### src/rtl/shift_sched_if.sv
// Handshake bundle between two shift requesters, the scheduler and the result consumer.
// Latency: none, wires only.
// Backpressure: the bundle only carries gnt and out_ready; it adds no buffering.
//
// Ports (slave = scheduler view):
//   a_req/a_in/a_cnt -> a_gnt   requester A operation (operand, shift amount) and grant
//   b_req/b_in/b_cnt -> b_gnt   requester B, same meaning
//   out_valid/out_data/out_id   result, owner id (0 = A, 1 = B)
//   out_ready                   consumer accepts the result
//   busy                        scheduler not idle
interface shift_sched_if;
   logic        a_req;
   logic [15:0] a_in;
   logic [3:0]  a_cnt;
   logic        a_gnt;
   logic        b_req;
   logic [15:0] b_in;
   logic [3:0]  b_cnt;
   logic        b_gnt;
   logic        out_valid;
   logic [15:0] out_data;
   logic        out_id;
   logic        out_ready;
   logic        busy;

   modport slave (
      input  a_req, a_in, a_cnt,
      input  b_req, b_in, b_cnt,
      input  out_ready,
      output a_gnt, b_gnt,
      output out_valid, out_data, out_id,
      output busy
   );

   modport master (
      output a_req, a_in, a_cnt,
      output b_req, b_in, b_cnt,
      output out_ready,
      input  a_gnt, b_gnt,
      input  out_valid, out_data, out_id,
      input  busy
   );
endinterface

### src/rtl/shift_sched.sv
// Two-requester arbiter feeding one multi-cycle left shifter (up to STEP bits per cycle).
// Latency: out_valid rises ceil(cnt/STEP)+1 cycles after the grant cycle.
// Backpressure: result held in DONE until out_ready; no grant is issued until back in IDLE.
//
// Ports:
//   clk    rising-edge clock
//   rst_n  asynchronous active-low reset
//   bus    shift_sched_if.slave: requester A/B (req, in, cnt, gnt), result
//          (out_valid, out_data, out_id, out_ready) and busy
// Parameter STEP (1..15): maximum shift applied per SHIFT cycle.
// Macro SHFT_SCHED_RR_EN: defined -> round-robin between A and B on contention;
//                          undefined -> fixed priority, A always wins.
module shift_sched #(
   parameter int STEP = 4
) (
   input  logic         clk,
   input  logic         rst_n,
   shift_sched_if.slave bus
);

   typedef enum logic [1:0] {
      IDLE  = 2'd0,
      SHIFT = 2'd1,
      DONE  = 2'd2
   } state_t;

   localparam logic [3:0] STEP_W = 4'(STEP);

   state_t      r_state;
   state_t      w_state_nxt;
   logic [15:0] r_acc;
   logic [15:0] w_acc_nxt;
   logic [3:0]  r_rem;
   logic [3:0]  w_rem_nxt;
   logic        r_id;
   logic        w_id_nxt;
   logic [15:0] r_out_data;
   logic        r_out_id;

   logic        w_gnt_ok;
   logic        w_a_prio;
   logic        w_a_gnt;
   logic        w_b_gnt;
   logic [3:0]  w_k;
   logic [3:0]  w_rem_left;
   logic        w_load_out;

   //------------------------------------------------------------------
   // Arbitration
   //------------------------------------------------------------------
`ifdef SHFT_SCHED_RR_EN
   // 1: A wins the next contention; flips to the loser on every grant.
   logic r_ptr;

   assign w_a_prio = r_ptr;

   always_ff @(posedge clk or negedge rst_n) begin
      if (!rst_n) begin
         r_ptr <= 1'b1;
      end else if (w_a_gnt) begin
         r_ptr <= 1'b0;
      end else if (w_b_gnt) begin
         r_ptr <= 1'b1;
      end
   end
`else
   assign w_a_prio = 1'b1;
`endif

   // Grants are only combinational in IDLE; gating with rst_n keeps them low
   // while reset is asserted even if a requester is already presenting.
   assign w_gnt_ok = rst_n && (r_state == IDLE);
   assign w_a_gnt  = w_gnt_ok && bus.a_req && (!bus.b_req || w_a_prio);
   assign w_b_gnt  = w_gnt_ok && bus.b_req && !w_a_gnt;

   //------------------------------------------------------------------
   // Shift step: k = min(rem, STEP)
   //------------------------------------------------------------------
   assign w_k        = (r_rem < STEP_W) ? r_rem : STEP_W;
   assign w_rem_left = r_rem - w_k;

   //------------------------------------------------------------------
   // Next state / datapath
   //------------------------------------------------------------------
   always_comb begin
      w_state_nxt = r_state;
      w_acc_nxt   = r_acc;
      w_rem_nxt   = r_rem;
      w_id_nxt    = r_id;

      unique case (r_state)
         IDLE: begin
            if (w_a_gnt) begin
               w_acc_nxt   = bus.a_in;
               w_rem_nxt   = bus.a_cnt;
               w_id_nxt    = 1'b0;
               w_state_nxt = (bus.a_cnt == 4'd0) ? DONE : SHIFT;
            end else if (w_b_gnt) begin
               w_acc_nxt   = bus.b_in;
               w_rem_nxt   = bus.b_cnt;
               w_id_nxt    = 1'b1;
               w_state_nxt = (bus.b_cnt == 4'd0) ? DONE : SHIFT;
            end
         end
         SHIFT: begin
            // Bits shifted past bit 15 are dropped, zeros enter at bit 0.
            w_acc_nxt = r_acc << w_k;
            w_rem_nxt = w_rem_left;
            if (w_rem_left == 4'd0) begin
               w_state_nxt = DONE;
            end
         end
         DONE: begin
            if (bus.out_ready) begin
               w_state_nxt = IDLE;
            end
         end
         default: begin
            w_state_nxt = IDLE;
         end
      endcase
   end

   // The visible result registers load only on entry to DONE so out_data and
   // out_id hold their previous value while a new operation is in flight.
   assign w_load_out = (w_state_nxt == DONE) && (r_state != DONE);

   always_ff @(posedge clk or negedge rst_n) begin
      if (!rst_n) begin
         r_state    <= IDLE;
         r_acc      <= 16'd0;
         r_rem      <= 4'd0;
         r_id       <= 1'b0;
         r_out_data <= 16'd0;
         r_out_id   <= 1'b0;
      end else begin
         r_state <= w_state_nxt;
         r_acc   <= w_acc_nxt;
         r_rem   <= w_rem_nxt;
         r_id    <= w_id_nxt;
         if (w_load_out) begin
            r_out_data <= w_acc_nxt;
            r_out_id   <= w_id_nxt;
         end
      end
   end

   //------------------------------------------------------------------
   // Outputs
   //------------------------------------------------------------------
   assign bus.a_gnt     = w_a_gnt;
   assign bus.b_gnt     = w_b_gnt;
   assign bus.out_valid = (r_state == DONE);
   assign bus.out_data  = r_out_data;
   assign bus.out_id    = r_out_id;
   assign bus.busy      = (r_state != IDLE);

endmodule
### src/flat_wrapper.sv
// flat-port wrapper written by rule: the top's interface ports become plain ports
module shift_sched_flat 
#(
   parameter int STEP = 4
)
  (clk, rst_n, bus_a_req, bus_a_in, bus_a_cnt, bus_b_req, bus_b_in, bus_b_cnt, bus_out_ready, bus_a_gnt, bus_b_gnt, bus_out_valid, bus_out_data, bus_out_id, bus_busy);
  shift_sched_if bus_i ();
  input  logic clk;
  input  logic rst_n;
  input wire logic [$bits(bus_i.a_req)-1:0] bus_a_req;
  input wire logic [$bits(bus_i.a_in)-1:0] bus_a_in;
  input wire logic [$bits(bus_i.a_cnt)-1:0] bus_a_cnt;
  input wire logic [$bits(bus_i.b_req)-1:0] bus_b_req;
  input wire logic [$bits(bus_i.b_in)-1:0] bus_b_in;
  input wire logic [$bits(bus_i.b_cnt)-1:0] bus_b_cnt;
  input wire logic [$bits(bus_i.out_ready)-1:0] bus_out_ready;
  output wire logic [$bits(bus_i.a_gnt)-1:0] bus_a_gnt;
  output wire logic [$bits(bus_i.b_gnt)-1:0] bus_b_gnt;
  output wire logic [$bits(bus_i.out_valid)-1:0] bus_out_valid;
  output wire logic [$bits(bus_i.out_data)-1:0] bus_out_data;
  output wire logic [$bits(bus_i.out_id)-1:0] bus_out_id;
  output wire logic [$bits(bus_i.busy)-1:0] bus_busy;
  assign bus_i.a_req = bus_a_req;
  assign bus_i.a_in = bus_a_in;
  assign bus_i.a_cnt = bus_a_cnt;
  assign bus_i.b_req = bus_b_req;
  assign bus_i.b_in = bus_b_in;
  assign bus_i.b_cnt = bus_b_cnt;
  assign bus_i.out_ready = bus_out_ready;
  assign bus_a_gnt = bus_i.a_gnt;
  assign bus_b_gnt = bus_i.b_gnt;
  assign bus_out_valid = bus_i.out_valid;
  assign bus_out_data = bus_i.out_data;
  assign bus_out_id = bus_i.out_id;
  assign bus_busy = bus_i.busy;
  shift_sched #(.STEP(STEP)) u_core (.clk(clk), .rst_n(rst_n), .bus(bus_i));
endmodule
### config.mk
export PLATFORM = sky130hd
export DESIGN_NAME = shift_sched_flat
export DESIGN_NICKNAME = d
export VERILOG_FILES = /design/src/rtl/shift_sched_if.sv /design/src/rtl/shift_sched.sv /design/src/flat_wrapper.sv
export SDC_FILE = /design/constraint.sdc
export NUM_CORES = 1
export LEC_CHECK = 0
export ABC_AREA = 1
export ABC_CLOCK_PERIOD_IN_PS = 3000
export CORE_MARGIN = 5
export CORE_UTILIZATION = 53
export CTS_CLUSTER_SIZE = 16
export DETAILED_ROUTE_END_ITERATION = 12
export PLACE_DENSITY = 0.86
export SYNTH_ARGS = -nofsm -noshare
export SYNTH_HDL_FRONTEND = slang
export SYNTH_SLANG_ARGS = --single-unit
### constraint.sdc
create_clock -name clk -period 3 [get_ports clk]
set_input_delay 0.3 -clock clk [delete_from_list [all_inputs] [get_ports clk]]
set_output_delay 0.3 -clock clk [all_outputs]
set_load 0.01 [all_outputs]
==> qor.yml <==
critical_path:
  r2r_cells: 8
  worst_setup_path_start_kind: "flip-flop"
  cp.depth: 4
  rrSetupSlack_ns: 0.83
  crit_slowest_cell: "clkdlybuf4s50_1"
  endpoint_kind: "output pin"
  cp_num_buf_inv: 2
  r2r_end: "u_core.bus.out_data[10]"
  arrival_ns: 1.92
  crit_family: "buffers and inverters"
  cp_cell_sequence: "nor2_4, nand4_4, clkinv_4, clkdlybuf4s50_1"
  critPathKind: "flip-flop to output pin"
  required_ns: 2.70
  rr_startpoint: "u_core.r_rem[3]"
  slowest_delay_ns: 0.57
  critPathMaxFanout: 17
clock_tree:
  cts_tree: "done"
  cts-resized-gates: 0
  path_clk_slew_ns: 0.08
  cts_setup_buffers: 0
  root_buffer: "clkbuf_8"
  cts-hold-fix-buffers: 0
  clk_latency_ns: 0.30
  cts_max_path_buffers: 2
  htreeDepth: 2
  numCtsBuffers: 5
  clock_sinks: 40
logic_synthesis:
  synth.yosys.seq_area_share: 0.380
  syn-cell-area_sq_um: 2640
  synth.area.top_cells: "dfrtp_1 (38%), nand2_1 (20%), nand3_1 (9.9%), inv_1 (4.8%), nor2_1 (3.3%)"
  ys_ff_latch: 40
  synth_top_area_frac: 0.380
  synth_fp_nets: 427
  avgSynthCellArea_sq_um: 6.94
  yosysTopAreaCell: "dfrtp_1"
  yosysUniqueCellTypes: 36
  yosysWarnings: 0
  synthCells: 380
timing:
  period_minus_slack_ns: 2.22
  clock-skew-final_ns: 0.00643
  max_slew.worst_pin.slew_ns: 0.523
  finalSetupTns_ns: 0
  hold_viol: 0
  layout_setup_ws_ns: 0.778
  setup_viol: 0
  slew_headroom: 0.651
  fin_crit_sh: 0.741
  rsz0062_at_grt: "false"
  fmaxAchievable_ghz: 0.450
  maxSlewViolCount: 0
floorplanning:
  die-area_sq_um: 6490
  rows: 25
  die_w_microns: 80.5
  dieHeight_microns: 80.5
  ioPinCount: 66
  core_area_sq_um: 4790
  start_util: 0.551
place:
  dp_slack_ns: 0.853
  hpwl_microns: 5690
  port_buffers: 65
  globalplace.congestion: 0.970
  dp.cells: 504
  placed_area_sq_um: 3300
route:
  wirelength_microns: 7680
  vias: 2737
  wl_per_cell_microns: 15.0
  dr.pass1.iters: 6
  drc: 0
  drt_first_iter_violations: 255
  antenna_left: 0
  viasPerCell: 5.35
power:
  switchingPower_mw: 1.54
  ir_drop_uv: 640
  p_comb_frac: 0.555
  power.share.clock: 0.143
  leakage_nw: 1.70
  switching_share: 0.468
  pwr-share-seq: 0.301
  power.internal_mw: 1.75
  p_per_area_nw_per_um2: 960
grt:
  grt_max_degree: 41
  antenna_found_initial: 0
  grt_pass1_vias: 2648
  grt_pass1_wl_microns: 12200
  overflow: 0
  grtUsageTotal: 0.245
layout:
  filler_cell_count: 408
  final_cells: 512
  n_antenna_cell: 0
  area_growth_pct: 29.6
  fin_nets: 491
  drive_gt1_frac: 0.0831
  postLayoutCellArea_sq_um: 3420
worst_hold_path:
  hold_path_class: "input port to asynchronous set/reset pin"
run_status:
  status: "completed"
flow_run:
  max_cap_viol_count: 0
-- cells by family after synthesis --
logic type	share of synthesized area
simple gates	0.417
buf+inv	0.0987
other cells	0.00285
flops	0.380
fa+ha+maj	0.00949
compound gates	0.0930
-- layer usage --
| layer | share of wire | global-route usage | vias up |
|---|---|---|---|
| li1 | - | - | 1349 |
| met1 | 0.42 | 0.322 | 1226 |
| met2 | 0.48 | 0.388 | 138 |
| met3 | 0.068 | 0.0538 | 24 |
| met4 | 0.031 | 0.106 | 0 |
| met5 | 0 | 0 | - |
-- flip-flops by register name, summed over array words and instances (netlist names) --
name / flops
u_core.bus.out_data: 16
u_core.r_acc: 16
u_core.r_rem: 4
u_core.r_state: 2
u_core.bus.out_id: 1
u_core.r_id: 1
-- power by group through the flow --
stage | sequential (mW) | combinational [mW] | clock [mW]
detailed placement | 0.989 | 1.79 | 0
floorplan | 0.982 | 1.24 | 0
CTS | 0.984 | 1.79 | 0.472
finish | 0.989 | 1.82 | 0.470
global placement | 0.984 | 1.74 | 0
global route | 1.02 | 2.01 | 0.502
-- layout make-up --
class                           instances  area, sq um  area share
Inverter                               41          169      0.0494
Tap cell                               67         83.8      0.0245
Timing Repair Buffer                   68          668       0.195
Clock buffer                            6         82.6      0.0241
Sequential cell                        40         1000       0.293
Clock inverter                          2         38.8      0.0113
Multi-Input combinational cell        288         1380       0.402
-- cells in the mapped netlist (all sizes together) --
master / instances
nand2: 151
nand3: 55
dfrtp: 40
inv: 40
nor2: 25
o21ai: 16
a21oi: 13
buf: 11
nand4: 8
a22oi: 5
conb: 2
ha: 2
o211ai: 2
o21a: 2
a21boi: 1
a31oi: 1
and2: 1
and3: 1
clkinv: 1
nor2b: 1
o221ai: 1
o22ai: 1
-- layout by cell type (no fill, tap or decap) --
master and instances:
clkinv_4 2, a22oi_1 5, nand2_2 6, nand3_2 3
ha_1 2, nand4_4 1, o21a_1 2, conb_1 2
nor2b_1 1, nor2_1 23, nand2_1 143, inv_1 34
nand3_1 52, o21ai_1 1, dfrtp_1 40, nor2_4 2
nand2_4 2, and2_1 1, o211ai_1 2, o221ai_1 1
inv_6 1, a31oi_1 1, inv_2 3, bufinv_16 1
o21ai_0 14, o22ai_1 1, a21oi_1 13, o21ai_2 1
a21boi_0 1, clkdlybuf4s50_1 64, buf_4 3, inv_4 2
clkbuf_8 6, nand4_2 3, and3_1 1, buf_2 1
nand4_1 4
-- stage by stage --
step	utilization	power [mW]	hold slack, ns
2_1_floorplan	-	2.22	0.00441
3_3_place_gp	0.689	2.73	0.461
3_5_place_dp	0.689	2.77	0.464
4_1_cts	0.715	3.25	0.247
5_1_grt	0.715	3.54	0.263
6_report	0.715	3.28	0.228
-- how the worst max path moves through the flow --
stage | end | slack [ns] | startpoint
after detailed placement | bus_b_gnt | 0.85 | bus_a_req
after global placement | bus_b_gnt | 0.89 | bus_a_req
after floorplan | u_core.bus.out_data[13] | 1.25 | u_core.r_rem[2]
final | bus_b_gnt | 0.78 | u_core.r_state[1]
after global routing | bus_a_gnt | 0.65 | u_core.r_state[1]
after CTS | bus_a_gnt | 0.79 | u_core.r_state[1]
Power figures use the tool's default switching activity.
